===== config.mk =====
export PLATFORM = sky130hd
export DESIGN_NAME = score_keeper_bcd
export DESIGN_NICKNAME = d
export VERILOG_FILES = /design/src/rtl/score_pkg.sv /design/src/rtl/bcd_digit_inc.sv /design/src/rtl/score_keeper_bcd.sv
export SDC_FILE = /design/constraint.sdc
export NUM_CORES = 1
export LEC_CHECK = 0
export ABC_AREA = 1
export BUFFER_PORTS_ARGS = -buffer_cell sky130_fd_sc_hd__buf_2
export CORE_MARGIN = 2
export CORE_UTILIZATION = 55
export DETAILED_ROUTE_END_ITERATION = 10
export PLACE_DENSITY = 0.8
export SLEW_MARGIN = 40
export SYNTH_ARGS = -nofsm -noshare
export SYNTH_HDL_FRONTEND = slang
export SYNTH_HIERARCHICAL = 1
export SYNTH_SLANG_ARGS = --single-unit

===== constraint.sdc =====
create_clock -name clk -period 2.79 [get_ports clk]
set_input_delay 0.558 -clock clk [delete_from_list [all_inputs] [get_ports clk]]
set_output_delay 0.558 -clock clk [all_outputs]
set_load 0.1 [all_outputs]

===== src/rtl/score_pkg.sv =====
// ============================================================================
// score_pkg : shared types and helpers for the BCD score keeper
// Revision  : 1.0
// ============================================================================
`default_nettype none

package score_pkg;

    typedef enum logic [1:0] {
        S_IDLE = 2'd0,
        S_RUN  = 2'd1,
        S_OVER = 2'd2
    } state_t;

    typedef logic [3:0] bcd_t;

    localparam bcd_t BCD_NINE = 4'd9;

    // Packed BCD magnitude compare, most significant digit decides first.
    function automatic logic bcd_gt(input logic [31:0] a, input logic [31:0] b);
        logic gt;
        logic decided;
        gt      = 1'b0;
        decided = 1'b0;
        for (int i = 7; i >= 0; i--) begin
            if (!decided && (a[4*i +: 4] != b[4*i +: 4])) begin
                gt      = (a[4*i +: 4] > b[4*i +: 4]);
                decided = 1'b1;
            end
        end
        return gt;
    endfunction

endpackage

`default_nettype wire


===== src/rtl/bcd_digit_inc.sv =====
// ============================================================================
// bcd_digit_inc : single BCD digit incrementer with ripple carry out
// Revision      : 1.0
// ============================================================================
`default_nettype none

module bcd_digit_inc
    import score_pkg::*;
(
    input  logic digit_inc_dummy_unused_guard_n,
    input  bcd_t digit,
    input  logic inc_in,
    output bcd_t digit_next,
    output logic carry_out
);

    logic is_nine;

    assign is_nine    = (digit == BCD_NINE);
    assign carry_out  = inc_in & is_nine;
    assign digit_next = !inc_in ? digit : (is_nine ? 4'd0 : digit + 4'd1);

    logic unused_ok;
    assign unused_ok = digit_inc_dummy_unused_guard_n;

endmodule

`default_nettype wire


===== src/rtl/score_keeper_bcd.sv =====
// ============================================================================
// score_keeper_bcd : packed-BCD game score counter with IDLE/RUN/OVER FSM.
// Optional high-score register enabled by defining SCORE_HISCORE_EN.
// Revision         : 1.0
// ============================================================================
`default_nettype none

module score_keeper_bcd
    import score_pkg::*;
#(
    parameter int DIGITS          = 4,
    parameter int TICKS_PER_POINT = 6
)
(
    input  logic                clk,
    input  logic                rst_n,
    input  logic                game_start,
    input  logic                game_over,
    input  logic                game_tick,
    output logic [4*DIGITS-1:0] score,
    output logic                running,
    output logic                saturated,
    output logic                milestone,
    output logic [4*DIGITS-1:0] hiscore,
    output logic                new_hiscore
);

    localparam int         SW         = 4 * DIGITS;
    localparam logic [7:0] PRESC_LAST = 8'(TICKS_PER_POINT - 1);

    state_t          state;
    state_t          state_next;
    logic            start_q;
    logic            over_q;
    logic            tick_q;
    logic            ev_start;
    logic            ev_over;
    logic            ev_tick;
    logic [7:0]      presc;
    logic            clear_game;
    logic            tick_run;
    logic            end_game;
    logic            point;
    logic [SW-1:0]   score_inc;
    logic [DIGITS:0] carry;

    always_ff @(posedge clk or negedge rst_n) begin
        if (!rst_n) begin
            start_q <= 1'b0;
            over_q  <= 1'b0;
            tick_q  <= 1'b0;
        end else begin
            start_q <= game_start;
            over_q  <= game_over;
            tick_q  <= game_tick;
        end
    end

    assign ev_start = game_start & ~start_q;
    assign ev_over  = game_over  & ~over_q;
    assign ev_tick  = game_tick  & ~tick_q;

    always_ff @(posedge clk or negedge rst_n) begin
        if (!rst_n) state <= S_IDLE;
        else        state <= state_next;
    end

    // Start beats over outside RUN; over beats tick inside RUN.
    always_comb begin
        state_next = state;
        clear_game = 1'b0;
        tick_run   = 1'b0;
        end_game   = 1'b0;
        case (state)
            S_IDLE, S_OVER: begin
                if (ev_start) begin
                    clear_game = 1'b1;
                    state_next = S_RUN;
                end
            end
            S_RUN: begin
                if (ev_over) begin
                    end_game   = 1'b1;
                    state_next = S_OVER;
                end else if (ev_tick) begin
                    tick_run = 1'b1;
                end
            end
            default: state_next = S_IDLE;
        endcase
    end

    assign point = tick_run && (presc == PRESC_LAST);

    always_ff @(posedge clk or negedge rst_n) begin
        if (!rst_n)          presc <= 8'd0;
        else if (clear_game) presc <= 8'd0;
        else if (tick_run)   presc <= point ? 8'd0 : presc + 8'd1;
    end

    assign carry[0] = 1'b1;

    generate
        for (genvar i = 0; i < DIGITS; i++) begin : g_digit
            bcd_digit_inc u_digit (
                .digit_inc_dummy_unused_guard_n (1'b0),
                .digit      (score[4*i +: 4]),
                .inc_in     (carry[i]),
                .digit_next (score_inc[4*i +: 4]),
                .carry_out  (carry[i+1])
            );
        end
    endgenerate

    // With the chain always incrementing, a carry out of the top means all 9s.
    assign saturated = carry[DIGITS];
    assign running   = (state == S_RUN);

    always_ff @(posedge clk or negedge rst_n) begin
        if (!rst_n) begin
            score     <= '0;
            milestone <= 1'b0;
        end else begin
            milestone <= 1'b0;
            if (clear_game) begin
                score <= '0;
            end else if (point && !saturated) begin
                score     <= score_inc;
                milestone <= carry[2];
            end
        end
    end

`ifdef SCORE_HISCORE_EN
    always_ff @(posedge clk or negedge rst_n) begin
        if (!rst_n) begin
            hiscore     <= '0;
            new_hiscore <= 1'b0;
        end else if (clear_game) begin
            new_hiscore <= 1'b0;
        end else if (end_game) begin
            if (bcd_gt(32'(score), 32'(hiscore))) begin
                hiscore     <= score;
                new_hiscore <= 1'b1;
            end else begin
                new_hiscore <= 1'b0;
            end
        end
    end
`else
    logic unused_end_game;
    assign unused_end_game = end_game;
    assign hiscore         = '0;
    assign new_hiscore     = 1'b0;
`endif

endmodule

`default_nettype wire


==> results.sh <==
export IMPL_ys_top_cells_by_count="nand2_1 (57), inv_1 (33), dfrtp_1 (30), nand4_1 (25), nor2_1 (23)"
export IMPL_cp_max_fo=3
export IMPL_grt_pass1_wl_mm=7.21
export IMPL_die_x_microns=65.2
export IMPL_reg2regPathDepth=20
export IMPL_crit_path_max_incr_delay_ns=0.49
export IMPL_numCtsBuffers=5
export IMPL_wire_per_inst_microns=12.3
export IMPL_intPower_uw=756
export IMPL_route_detailed_drc=0
export IMPL_report_final_slew_viol_count=0
export IMPL_path_common_cell="inv_2"
export IMPL_p_seq_share_pct=40.3
export IMPL_vias=1799
export IMPL_path_delay_family="buffers and inverters"
export IMPL_fin_crit_sh_pct=97.0
export IMPL_cp_slowest_cell="dfrtp_4"
export IMPL_final_nets=310
export IMPL_finalHoldViolCount=0
export IMPL_period_needed_ns=2.71
export IMPL_fin_setup_tns_ns=0
export IMPL_timing_worst_setup_path_type="flop to output pin"
export IMPL_p_leak_nw=1.36
export IMPL_place_inst=332
export IMPL_setup_ws_ns=0.0833
export IMPL_grt_pass1_vias=1607
export IMPL_dieArea_sq_um=4250
export IMPL_synth_most_common_cell="nand2_1"
export IMPL_ys_seq_elements=30
export IMPL_slew_limit_headroom_pct=55.7
export IMPL_crit_chain="nor2_4 -> nand3_2 -> inv_2 -> nand2_4 -> inv_2 -> nand3_2 -> inv_2 -> nand2_4 -> inv_4 -> nand3_2 -> inv_2 -> nand2_4 -> inv_4 -> nand3_4 -> clkinvlp_4 -> buf_12"
export IMPL_ctsHoldBuffers=0
export IMPL_swShare_pct=36.0
export IMPL_synth_cells=268
export IMPL_cts_tree="yes"
export IMPL_io_buffers=23
export IMPL_gr_usage_met2_pct=39.8
export IMPL_ir_drop_v=0.000406
export IMPL_cts_root_buffer="clkbuf_8"
export IMPL_insertion_delay_ns=0.28
export IMPL_syn_cell_area_sq_um=2060
export IMPL_syn_avg_cell_area_sq_um=7.68
export IMPL_drtIter0Drc=123
export IMPL_final_instance_count_excl_fill=352
export IMPL_grt_max_degree=31
export IMPL_core_sq_um=3630
export IMPL_cp_start_kind="flop"
export IMPL_arrival_ns=2.15
export IMPL_ys_seq_area_share_pct=36.5
export IMPL_required_ns=2.23
export IMPL_worst_pin_slew_ns=0.664
export IMPL_cts_path_max_buffers=2
export IMPL_r2r_start="score[2]$_DFFE_PN0P_"
export IMPL_pin_count=41
export IMPL_path_buf_inv=8
export IMPL_top_usage_layer="met2"
export IMPL_pre_cts_ws_ns=0.247
export IMPL_async_flop_share_pct=100
export IMPL_synth_flop_cell="dfrtp_1"
export IMPL_ant_nets=0
export IMPL_cp_num_cells=16
export IMPL_area_growth_pct=17.9
export IMPL_place_congestion=0.853
export IMPL_synth_area_leaders="dfrtp_1 (36%), nand2_1 (10%), buf_4 (7.7%)"
export IMPL_ys_types=24
export IMPL_synth_edff_count=0
export IMPL_status="finished clean"
export IMPL_fin_skew_ns=0.00267
export IMPL_hold_class="input pin to asynchronous set/reset pin"
export IMPL_placementRows=22
export IMPL_overflow=0
export IMPL_setup_violations=0
export IMPL_cap_violations=0
export IMPL_antenna_found_initial=0
export IMPL_clk_pin_slew_ns=0.06
export IMPL_drive_above_1_share_pct=31.6
export IMPL_cp_startpoint="score[2]$_DFFE_PN0P_"
export IMPL_drtPass1Iterations=4
export IMPL_start_util_pct=56.6
export IMPL_grt_usage_pct=21.7
export IMPL_final_core_util_pct=66.8
export IMPL_power_frac_comb_pct=23.2
export IMPL_wl_mm=4.33
export IMPL_p_switching_uw=425
export IMPL_chipHeight_microns=65.2
export IMPL_grtUsageMet3_pct=4.97
export IMPL_ys_warnings_count=6
export IMPL_netlist_area_leader_share_pct=36.5
export IMPL_vias_per_cell=5.11
export IMPL_clock_sinks=30
export IMPL_fin_area_sq_um=2430
export IMPL_clkPwrFrac_pct=36.5
export IMPL_place_hpwl_mm=2.79
export IMPL_antenna_cells=0
export IMPL_synth_largest_area_cell="dfrtp_1"
export IMPL_grtUsageMet1_pct=25.2
export IMPL_end_kind="output pin"
export IMPL_place_area_sq_um=2180
export IMPL_p_per_area_nw_per_um2=487
export IMPL_cts_htree_levels=2
export IMPL_max_freq_mhz=369
[stage by stage]
step                hold WS [ns]  total power [mW]
floorplan                  0.262             0.741
global placement           0.508             0.756
detailed placement         0.512             0.760
CTS                        0.329              1.19
global route               0.358              1.24
finish                     0.302              1.18
[kinds of logic (layout without fill, tap and decap cells)]
kind of cell    after synthesis  in the layout  share of synthesized area (%)
compound gates               16             16                           4.01
xor+xnor                      4              4                           1.70
fa+ha+maj                     2              2                           1.22
buf+inv                      61             80                           15.4
flops                        30             30                           36.5
other cells                   2             19                          0.365
simple gates                153            153                           40.8
[worst register-to-register path, delay by kind of cell, from the launching register on]
kind,cells,cell delay (ns)
flip-flops,1,0.49
buffers and inverters,9,0.81
AND/OR/NAND/NOR,11,1.07
[power groups by stage]
stage          registers (mW)  clock network [mW]  logic [mW]
4_1_cts                 0.476               0.442       0.275
2_1_floorplan           0.480                   0       0.261
6_report                0.476               0.432       0.274
3_3_place_gp            0.483                   0       0.273
3_5_place_dp            0.485                   0       0.275
5_1_grt                 0.478               0.468       0.290
[routing by layer]
metal	vias to the layer above	routed length (microns)
met4	0	57
met5	-	0
li1	902	-
met3	6	153
met1	847	1860
met2	44	2260
[flip-flops by register name, indices dropped and copies added (netlist names)]
name / count
start_q: 1
score: 16
presc: 8
state: 2
tick_q: 1
over_q: 1
milestone: 1
[path summary, 6_finish.rpt]
check / to / slack (ns)
max reg2reg: score[1]$_DFFE_PN0P_ / 0.34
min: state[1]$_DFFE_PN0P_ / 0.30
max: saturated / 0.08
min reg2reg: score[5]$_DFFE_PN0P_ / 0.52
min in group clk: over_q$_DFF_PN0_ / 0.39
max in group asynchronous: score[1]$_DFFE_PN0P_ / 1.99
[repair_timing]
item	4_1_cts	5_1_grt
setup buffers	6	6
gates resized for setup	3	9
pin swaps	0	3
endpoints found under the setup margin	1	1
[layout by cell type, fill, tap and decap left out, types with 4 or more instances in the layout]
cell / instances
nand3_2: 12
nor2_1: 22
conb_1: 19
nand3_1: 18
a21oi_1: 8
inv_2: 8
nand2_4: 4
dfrtp_1: 22
xor2_1: 4
buf_4: 13
clkbuf_8: 5
o21ai_0: 7
dfrtp_2: 4
buf_2: 22
nand2_1: 57
nor2_4: 6
inv_1: 23
nand4_1: 25
dfrtp_4: 4
[layout make-up]
cell class | instances | area [sq um]
Fill cell | 325 | 1210
Multi-Input combinational cell | 194 | 1110
Sequential cell | 30 | 771
Timing Repair Buffer | 36 | 228
Inverter | 36 | 151
Clock buffer | 5 | 68.8
Tap cell | 48 | 60.1
Clock inverter | 3 | 40.0
(Power assumes the default switching activity.)
